**config.mk**
```make
export PLATFORM = sky130hd
export DESIGN_NAME = note_lane_engine
export DESIGN_NICKNAME = d
export VERILOG_FILES = /design/src/rtl/note_pkg.sv /design/src/rtl/note_lane.sv /design/src/rtl/note_lane_engine.sv
export SDC_FILE = /design/constraint.sdc
export NUM_CORES = 1
export LEC_CHECK = 0
export ABC_AREA = 1
export CAP_MARGIN = 5
export CORE_ASPECT_RATIO = 1.5
export CORE_MARGIN = 2
export CORE_UTILIZATION = 50
export DETAILED_ROUTE_END_ITERATION = 10
export HOLD_SLACK_MARGIN = 0.03
export PLACE_DENSITY = 0.66
export SLEW_MARGIN = 20
export SYNTH_ARGS = -nofsm -noshare
export SYNTH_HDL_FRONTEND = slang
export SYNTH_SLANG_ARGS = --single-unit
```
**constraint.sdc**
```tcl
create_clock -name Clk -period 15.52 [get_ports Clk]
set_input_delay 3.104 -clock Clk [delete_from_list [all_inputs] [get_ports Clk]]
set_output_delay 3.104 -clock Clk [all_outputs]
set_load 0.1 [all_outputs]
```
**src/rtl/note_pkg.sv**
```systemverilog
// note_pkg: shared note types and constants for the falling-note engine
package note_pkg;
  localparam int MAX_STREAK = 255;
  localparam int MAX_LANES = 8;
  typedef logic [9:0] note_y_t;
  typedef logic [$clog2(MAX_LANES)-1:0] lane_idx_t;
  typedef struct packed {
    logic    active;
    note_y_t y;
  } note_slot_t;
endpackage

```
**src/rtl/note_lane.sv**
```systemverilog
// note_lane: one lane's slot array with tick move, miss detect, spawn insert, press judge and pixel test
module note_lane
  import note_pkg::*;
#(
  parameter int NOTES     = 4,
  parameter int SPEED     = 2,
  parameter int HIT_Y     = 420,
  parameter int HIT_WIN   = 12,
  parameter int X0        = 160,
  parameter int NOTE_SIZE = 16
) (
  input  logic       clk,
  input  logic       rst_n,
  input  logic       tick,
  input  logic       spawn,
  input  logic       press,
  input  logic [9:0] draw_x,
  input  logic [9:0] draw_y,
  output logic       ready,
  output logic       hit,
  output logic       miss,
  output logic       pix
);
  localparam int IW = $clog2(NOTES);
  localparam logic [10:0] WIN_LO = 11'(HIT_Y - HIT_WIN);
  localparam logic [10:0] WIN_HI = 11'(HIT_Y + HIT_WIN);
  note_slot_t [NOTES-1:0] slot_q, slot_d;
  logic [IW-1:0] best, free_idx;
  note_y_t best_y;
  logic found, xin;
  logic [10:0] ny;
  always_comb begin
    slot_d = slot_q;
    hit = 1'b0;
    miss = 1'b0;
    ready = 1'b0;
    pix = 1'b0;
    found = 1'b0;
    best = '0;
    best_y = '0;
    free_idx = '0;
    ny = '0;
    xin = draw_x >= 10'(X0) && {1'b0, draw_x} < 11'(X0 + NOTE_SIZE);
    // strict > keeps the lowest slot on equal y
    for (int i = 0; i < NOTES; i++)
      if (slot_q[i].active && {1'b0, slot_q[i].y} >= WIN_LO && {1'b0, slot_q[i].y} <= WIN_HI &&
          (!found || slot_q[i].y > best_y)) begin
        found = 1'b1;
        best = IW'(i);
        best_y = slot_q[i].y;
      end
    for (int i = 0; i < NOTES; i++) begin
      ny = {1'b0, slot_q[i].y} + 11'(SPEED);
      if (press && found && best == IW'(i)) begin
        slot_d[i].active = 1'b0;
        hit = 1'b1;
      end else if (tick && slot_q[i].active) begin
        if (ny > WIN_HI) begin
          slot_d[i].active = 1'b0;
          miss = 1'b1;
        end else slot_d[i].y = ny[9:0];
      end
      if (!slot_q[i].active && !ready) begin
        ready = 1'b1;
        free_idx = IW'(i);
      end
      if (slot_q[i].active && xin && {1'b0, draw_y} >= {1'b0, slot_q[i].y} &&
          {1'b0, draw_y} < {1'b0, slot_q[i].y} + 11'(NOTE_SIZE))
        pix = 1'b1;
    end
    if (spawn && ready) slot_d[free_idx] = '{active: 1'b1, y: '0};
  end
  always_ff @(posedge clk)
    if (!rst_n) slot_q <= '0;
    else slot_q <= slot_d;
endmodule

```
**src/rtl/note_lane_engine.sv**
```systemverilog
// note_lane_engine: N-lane falling-note engine with hit judging, score, streak and pixel flags
// STREAK_MULT_EN: when defined, hits score 1/2/4 depending on the current streak
module note_lane_engine
  import note_pkg::*;
#(
  parameter int NUM_LANES      = 5,
  parameter int NOTES_PER_LANE = 4,
  parameter int SPEED          = 2,
  parameter int HIT_Y          = 420,
  parameter int HIT_WIN        = 12,
  parameter int LANE_X0        = 160,
  parameter int LANE_PITCH     = 64,
  parameter int NOTE_SIZE      = 16
) (
  input  logic                         Clk,
  input  logic                         Reset_n,
  input  logic                         frame_clk,
  input  logic                         spawn_valid,
  input  logic [$clog2(NUM_LANES)-1:0] spawn_lane,
  output logic                         spawn_ready,
  input  logic [NUM_LANES-1:0]         key_press,
  input  logic [9:0]                   DrawX,
  input  logic [9:0]                   DrawY,
  output logic [NUM_LANES-1:0]         is_note,
  output logic [15:0]                  score,
  output logic [7:0]                   streak,
  output logic                         hit_pulse,
  output logic                         miss_pulse
);
  localparam int LW = $clog2(NUM_LANES);
  localparam int HW = $clog2(NUM_LANES + 1);
  logic [NUM_LANES-1:0] key_q, press_q, press_d, ready, spawn_l, hit_l, miss_l;
  logic frame_q, tick_q, tick_d, hit_q, hit_d, miss_q, miss_d;
  logic [15:0] score_q, score_d;
  logic [7:0] streak_q, streak_d;
  logic [HW-1:0] nhits;
  logic [16:0] sum;
  logic [8:0] ssum;
  for (genvar l = 0; l < NUM_LANES; l++) begin : g_lane
    note_lane #(
      .NOTES(NOTES_PER_LANE), .SPEED(SPEED), .HIT_Y(HIT_Y), .HIT_WIN(HIT_WIN),
      .X0(LANE_X0 + l * LANE_PITCH), .NOTE_SIZE(NOTE_SIZE)
    ) u_lane (
      .clk(Clk), .rst_n(Reset_n), .tick(tick_q), .spawn(spawn_l[l]), .press(press_q[l]),
      .draw_x(DrawX), .draw_y(DrawY), .ready(ready[l]), .hit(hit_l[l]), .miss(miss_l[l]),
      .pix(is_note[l])
    );
    assign spawn_l[l] = spawn_valid && spawn_lane == LW'(l) && ready[l];
  end
  always_comb begin
    spawn_ready = int'(spawn_lane) < NUM_LANES ? ready[spawn_lane] : 1'b0;
    tick_d = frame_clk & ~frame_q;
    press_d = key_press & ~key_q;
    hit_d = |hit_l;
    miss_d = |miss_l;
    nhits = '0;
    for (int i = 0; i < NUM_LANES; i++) nhits = nhits + HW'(hit_l[i]);
`ifdef STREAK_MULT_EN
    sum = {1'b0, score_q} + (17'(nhits) << (streak_q < 8'd8 ? 2'd0 : streak_q < 8'd16 ? 2'd1 : 2'd2));
`else
    sum = {1'b0, score_q} + 17'(nhits);
`endif
    score_d = sum[16] ? 16'hFFFF : sum[15:0];
    ssum = {1'b0, streak_q} + 9'(nhits);
    streak_d = miss_d ? 8'd0 : ssum > 9'(MAX_STREAK) ? 8'(MAX_STREAK) : ssum[7:0];
  end
  always_ff @(posedge Clk)
    if (!Reset_n) begin
      frame_q <= 1'b0;
      tick_q <= 1'b0;
      key_q <= '0;
      press_q <= '0;
      score_q <= '0;
      streak_q <= '0;
      hit_q <= 1'b0;
      miss_q <= 1'b0;
    end else begin
      frame_q <= frame_clk;
      tick_q <= tick_d;
      key_q <= key_press;
      press_q <= press_d;
      score_q <= score_d;
      streak_q <= streak_d;
      hit_q <= hit_d;
      miss_q <= miss_d;
    end
  assign score = score_q;
  assign streak = streak_q;
  assign hit_pulse = hit_q;
  assign miss_pulse = miss_q;
endmodule

```
==> results by group, run 1 <==
Floorplan
  – Core area: 0.05878 mm2
  – Die area: 0.06124 mm2
  – Std cell rows: 109
  – Initial core utilization: 50.39%
  – Die Width: 202.7 um
  – IO Count: 64
  – Die Y: 302.1 um

Clock network
  – Total CTS buffers: 31
  – CTS H-tree lvls: 1
  – CTS Buffer Depth: 3
  – Post-CTS Hold Fix Bufs: 0
  – Worst-skew pair later-pin latency: 0.62 ns
  – Clk sinks: 258
  – CTS tree: done
  – Post-CTS Setup Bufs: 0
  – Reg clk slew, reported paths: 0.06 ns
  – CTS root buf: clkbuf_16
  – Post-CTS Resized: 0

Worst setup path
  – CP Data Required Time: 12.42 ns
  – Startpoint Class: input pin
  – CP Class: input pin to output port
  – CP Max Fanout: 30
  – CP endpoint kind: output port
  – Arrival time at the worst endpoint: 6.93 ns

Power and ir drop
  – Cell leakage power: 14.46 nW
  – Pwr dens: 55.08 mW/mm2
  – VDD IR max: 0.00009325 V
  – Clk network pwr share: 50.8%
  – Switch Pwr: 0.0004694 W
  – Sequential power share: 37.6%
  – Comb pwr share: 11.6%
  – Internal power: 0.001308 W
  – Net Sw Frac: 26.41%

Synthesis
  – Post-synthesis register bit count: 258
  – Netlist cell types: 69
  – Fraction of registers with async set/reset: 0%
  – Synth area leaders: ha_1, dfxtp_1, nand2_1
  – Post-Syn Instances: 4411
  – Synth top area share: 23.57%
  – Yosys warns: 0
  – EDFF count, synth: 0
  – Synth area leader: ha_1
  – Syn Std Cell Area: 0.02962 mm2
  – Dominant synthesized flop cell: dfxtp_1
  – Part of the Yosys area used for sequential elements: 17.44%
  – Syn Area/Cell: 6.715 um2

Route
  – Routed wire per std cell: 16.92 um
  – Final ANT Viol Nets: 0
  – Final wirelength: 89480 um
  – Initial DRC Count: 1465
  – Highest Signal Layer: met4
  – Vias: 29240
  – Met3 WL: 3866 um
  – DRC violations left: 0
  – DRT met1 WL: 36530 um
  – Met2 WL: 43610 um
  – Vias per cell: 5.531
  – Drt first pass iters: 6

Outcome
  – Outcome: complete, no violations

STA
  – Unrepaired setup endpoints after global routing: false
  – Final-report hold violation count: 0
  – Fmax achieved: 99.71 MHz
  – Max_slew headroom: 24.27%
  – Hold Slack: 0.3776 ns
  – Final setup viols: 0
  – Tcrit/Tclk final: 64.62%
  – Pins Over Slew Limit: 0
  – Worst-margin pin slew: 1.132 ns
  – Final min period: 10.03 ns
  – Clock skew: 0.03123 ns
  – Setup TNS: 0 ns

Placed design
  – Port Buffers: 59
  – Gpl congestion: 0.9296
  – HPWL Detailed: 68260 um

Global route
  – GRT Util Overall: 29.02%
  – Initial antenna violation count: 0
  – Global route total overflow: 0
  – Largest net degree at the start of global routing: 41
  – Vias in the first global route: 28129
  – First-pass GRT wire length: 143200 um

Cells and area
  – Antenna Cells: 0
  – Final nets: 5079
  – Area delta synth->final: 8.913%
  – # fillers: 5886
  – Share of cells above drive strength 1: 5.033%

Worst hold path
  – Hold crit path type: flop to flop

Run
  – Max_cap viols: 0
power by group through the flow:
stage          Clock [W]  Sequential [W]  Combinational, W
2_1_floorplan          0        0.000682          0.000130
3_3_place_gp           0        0.000683          0.000201
3_5_place_dp           0        0.000683          0.000204
4_1_cts         0.000919        0.000668          0.000205
5_1_grt         0.000942        0.000668          0.000235
6_report        0.000903        0.000668          0.000206
state kept, by name, indices dropped and copies added (netlist names):
signal and flops:
press_q 5, tick_q 1, key_q 5, score 16, streak 8, frame_q 1, g_lane.u_lane.slot_q 220, hit_pulse 1
miss_pulse 1
synthesized netlist by cell type, types with 10 or more instances:
cell type and n:
a211oi_1 67, a21o_1 11, a21oi_1 336, a31oi_1 13, buf_2 23, buf_4 14, clkbuf_1 18, dfxtp_1 258
ha_1 558, inv_1 548, inv_2 34, nand2_1 846, nand2_2 30, nand3_1 253, nand3b_1 11, nand4_1 78
nor2_1 538, nor2_2 19, nor3_1 69, nor3b_1 10, nor4_1 39, o2111ai_1 10, o211ai_1 32, o21a_1 23
o21ai_0 258, o21bai_1 14, xnor2_1 14, xor2_1 151
metal layers:
metal	GRT usage (%)	vias up
met3	3.297	262
met5	0	-
met2	53.19	669
li1	-	15019
met4	15.95	0
met1	32.67	13290
layout make-up:
| type | count | area, um2 | area share (%) |
|---|---|---|---|
| Multi-Input combinational cell | 3531 | 22010 | 68.24 |
| Sequential cell | 258 | 5166 | 16.01 |
| Inverter | 591 | 2225 | 6.896 |
| Tap cell | 777 | 972.2 | 3.013 |
| Clock buffer | 38 | 852.1 | 2.641 |
| Timing Repair Buffer | 72 | 638.1 | 1.978 |
| Clock inverter | 20 | 392.9 | 1.218 |
critical path, stage by stage:
cell	delay (ns)
buf_2	0.38
buf_4	0.64
ha_1	0.36
a21oi_1	0.15
o21ai_0	0.10
a41oi_1	0.20
o41ai_1	0.16
nor4_1	0.47
nor2_1	0.08
nand2_1	0.10
clkdlybuf4s50_1	1.14
path summary, 6_finish.rpt:
kind	cells past startpoint	end	startpoint	slack, ns
max reg2reg	41	g_lane[2].u_lane.slot_q[23]	g_lane[2].u_lane.slot_q[4]	8.93
min reg2reg	1	tick_q	frame_q	0.38
max	11	is_note[4]	DrawY[6]	5.49
min	1	tick_q	frame_q	0.38
kinds of logic (layout without fill, tap and decap cells):
family | Yosys count | in the layout | synth area share (%)
buf+inv | 651 | 721 | 8.630
other cells | 1 | 30 | 0.01266
simple gates | 1952 | 1952 | 29.20
fa+ha+maj | 562 | 562 | 23.84
xor+xnor | 165 | 165 | 4.879
flops | 258 | 258 | 17.44
compound gates | 822 | 822 | 16.00
placed cells by master (no fill, tap or decap), types with 49 or more instances in the layout:
master and instances:
ha_1 558, o21ai_0 258, nor2_1 538, clkdlybuf4s50_1 49, nor3_1 69, a21oi_1 336
inv_1 548, a211oi_1 67, dfxtp_1 257, nand4_1 78, xor2_1 151, nand2_1 846
nand3_1 253
stage by stage:
step           utilization, %  worst slack (ns)  cell area (um2)  total power [W]  cells
2_1_floorplan               -             6.863            29730        0.0008122   4440
3_3_place_gp            52.76             5.495            31010        0.0008838   5229
3_5_place_dp            52.76             5.507            31010        0.0008868   5229
4_1_cts                 54.87             5.491            32250         0.001792   5287
5_1_grt                 54.88             5.281            32260         0.001845   5287
6_report                54.88             5.490            32260         0.001777   5287
(Power assumes the default switching activity.)
==> run 2: changes to the inputs <==
--- a/config.mk
+++ b/config.mk
@@ -12,7 +12,7 @@
 export CORE_UTILIZATION = 50
 export DETAILED_ROUTE_END_ITERATION = 10
 export HOLD_SLACK_MARGIN = 0.03
-export PLACE_DENSITY = 0.66
+export PLACE_DENSITY = 0.69
 export SLEW_MARGIN = 20
 export SYNTH_ARGS = -nofsm -noshare
 export SYNTH_HDL_FRONTEND = slang
==> constraint.sdc (replaced) <==
create_clock -name Clk -period 9.1 [get_ports Clk]
set_input_delay 1.82 -clock Clk [delete_from_list [all_inputs] [get_ports Clk]]
set_output_delay 1.82 -clock Clk [all_outputs]
set_load 0.1 [all_outputs]
==> results by group, run 2 (synthesis results as in run 1) <==
Worst setup path
  – Slowest CP cell: clkdlybuf4s50_1
  – CP Data Required Time: 7.28 ns
  – CP bufs+invs: 6
  – WP depth: 13
  – Critical Path Most Common Cell: inv_1
  – CP Class: input pin to output port
  – Flop-to-flop setup slack: 2.39 ns
  – Max incr delay on CP: 1.15 ns
  – Startpoint Class: input pin
  – Crit Reg-Reg Endpoint: g_lane[1].u_lane.slot_q[39]
  – Crit path cell chain: clkdlybuf4s50_1 -> inv_1 -> buf_4 -> ha_1 -> inv_1 -> a21oi_1 -> inv_1 -> a21oi_1 -> nor3b_1 -> nor4_1 -> nor2_1 -> nand2_1 -> clkdlybuf4s50_1
  – FF-to-FF path depth: 42
  – CP startpoint: DrawY[0]
  – CP Max Fanout: 11
  – Worst r2r src: g_lane[1].u_lane.slot_q[5]
  – CP endpoint kind: output port
  – Arrival time at the worst endpoint: 5.75 ns
  – Crit path capture: is_note[2]
  – CP delay by family, top: buffers and inverters

Power and ir drop
  – Cell leakage power: 14.38 nW
  – Switch Pwr: 0.0007760 W
  – Clk network pwr share: 45.9%
  – Sequential power share: 41.4%
  – Pwr dens: 85.97 mW/mm2
  – Net Sw Frac: 28.17%
  – Internal power: 0.001979 W
  – Comb pwr share: 12.7%
  – VDD IR max: 0.0001479 V

Global route
  – Vias in the first global route: 28390
  – Largest net degree at the start of global routing: 40
  – GRT Util Overall: 28.76%
  – Global route total overflow: 0
  – Initial antenna violation count: 1
  – First-pass GRT wire length: 142900 um

Clock network
  – CTS tree: done
  – Clk sinks: 258
  – Post-CTS Resized: 0
  – Post-CTS Hold Fix Bufs: 0
  – CTS H-tree lvls: 1
  – Post-CTS Setup Bufs: 0
  – CTS root buf: clkbuf_16
  – Reg clk slew, reported paths: 0.06 ns
  – Total CTS buffers: 30
  – Worst-skew pair later-pin latency: 0.60 ns
  – CTS Buffer Depth: 3

Run
  – Max_cap viols: 0

Route
  – Drt first pass iters: 6
  – Final wirelength: 88490 um
  – Initial DRC Count: 1741
  – Vias per cell: 5.584
  – Final ANT Viol Nets: 0
  – Routed wire per std cell: 16.73 um
  – Vias: 29536
  – DRC violations left: 0

STA
  – Worst-margin pin slew: 1.333 ns
  – Tcrit/Tclk final: 83.16%
  – Setup TNS: 0 ns
  – Max_slew headroom: 10.33%
  – Final-report hold violation count: 0
  – Unrepaired setup endpoints after global routing: false
  – Pins Over Slew Limit: 0
  – Final setup viols: 0
  – Fmax achieved: 132.2 MHz
  – Final min period: 7.567 ns
  – Clock skew: 0.02105 ns
  – Hold Slack: 0.3769 ns

Cells and area
  – Most flop-heavy register: g_lane.u_lane.slot_q
  – Share of cells above drive strength 1: 4.965%
  – Commonest cells after routing, fill and taps aside: nand2_1, ha_1, inv_1
  – Antenna Cells: 0
  – Most common cell after layout, fill and taps aside: nand2_1
  – Area delta synth->final: 8.165%
  – Final nets: 5083
  – Max reg flops: 220

Floorplan
  – IO Count: 64
  – Initial core utilization: 50.39%
  – Die Y: 302.1 um
  – Die area: 0.06124 mm2
  – Std cell rows: 109
  – Die Width: 202.7 um
  – Core area: 0.05878 mm2

Outcome
  – Outcome: complete, no violations

Placed design
  – Gpl congestion: 0.9246
  – Port Buffers: 59
  – HPWL Detailed: 69270 um

Worst hold path
  – Hold crit path type: flop to flop
-- run 2: final cells by class --
cell class | instances | area (um2)
flip-flops and latches | 258 | 5166
multi-input cells | 3531 | 22010
clock buffers | 47 | 925.9
well taps | 777 | 972.2
clock inverters | 8 | 68.82
fillers | 5763 | 26740
inverters | 591 | 2225
repair buffers | 77 | 673.1
-- run 2: worst min-delay path by stage --
| stage | startpoint | to | slack, ns | cells after the start |
|---|---|---|---|---|
| after floorplan | key_q[0] | press_q[0] | 0.37 | 1 |
| after global placement | frame_q | tick_q | 0.36 | 1 |
| after detailed placement | frame_q | tick_q | 0.37 | 1 |
| after CTS | frame_q | tick_q | 0.38 | 1 |
| after global routing | frame_q | tick_q | 0.39 | 1 |
| final | frame_q | tick_q | 0.38 | 1 |
-- run 2: power by group through the flow --
stage	clock [W]	combinational [W]	sequential (W)
floorplan	0	0.000222	0.00116
global placement	0	0.000340	0.00117
finish	0.00126	0.000350	0.00114
global route	0.00133	0.000397	0.00114
CTS	0.00129	0.000348	0.00114
detailed placement	0	0.000346	0.00117
-- run 2: metrics by stage --
| stage | area, um2 | std cells | setup WS (ns) | util [%] | power, W |
|---|---|---|---|---|---|
| CTS | 32040 | 5289 | 1.536 | 54.51 | 0.002782 |
| detailed placement | 31040 | 5234 | 1.557 | 52.82 | 0.001511 |
| finish | 32040 | 5289 | 1.533 | 54.51 | 0.002754 |
| global placement | 31040 | 5234 | 1.579 | 52.82 | 0.001505 |
| global route | 32040 | 5289 | 1.330 | 54.51 | 0.002868 |
| floorplan | 29730 | 4440 | 3.011 | - | 0.001385 |
-- run 2: routing by layer --
metal	up-vias	global-route usage [%]	part of all wire [%]
li1	15015	-	-
met1	13568	32.17	40
met2	711	54.37	51
met3	240	2.413	4.0
met4	2	14.16	5.2
met5	-	0	0.015
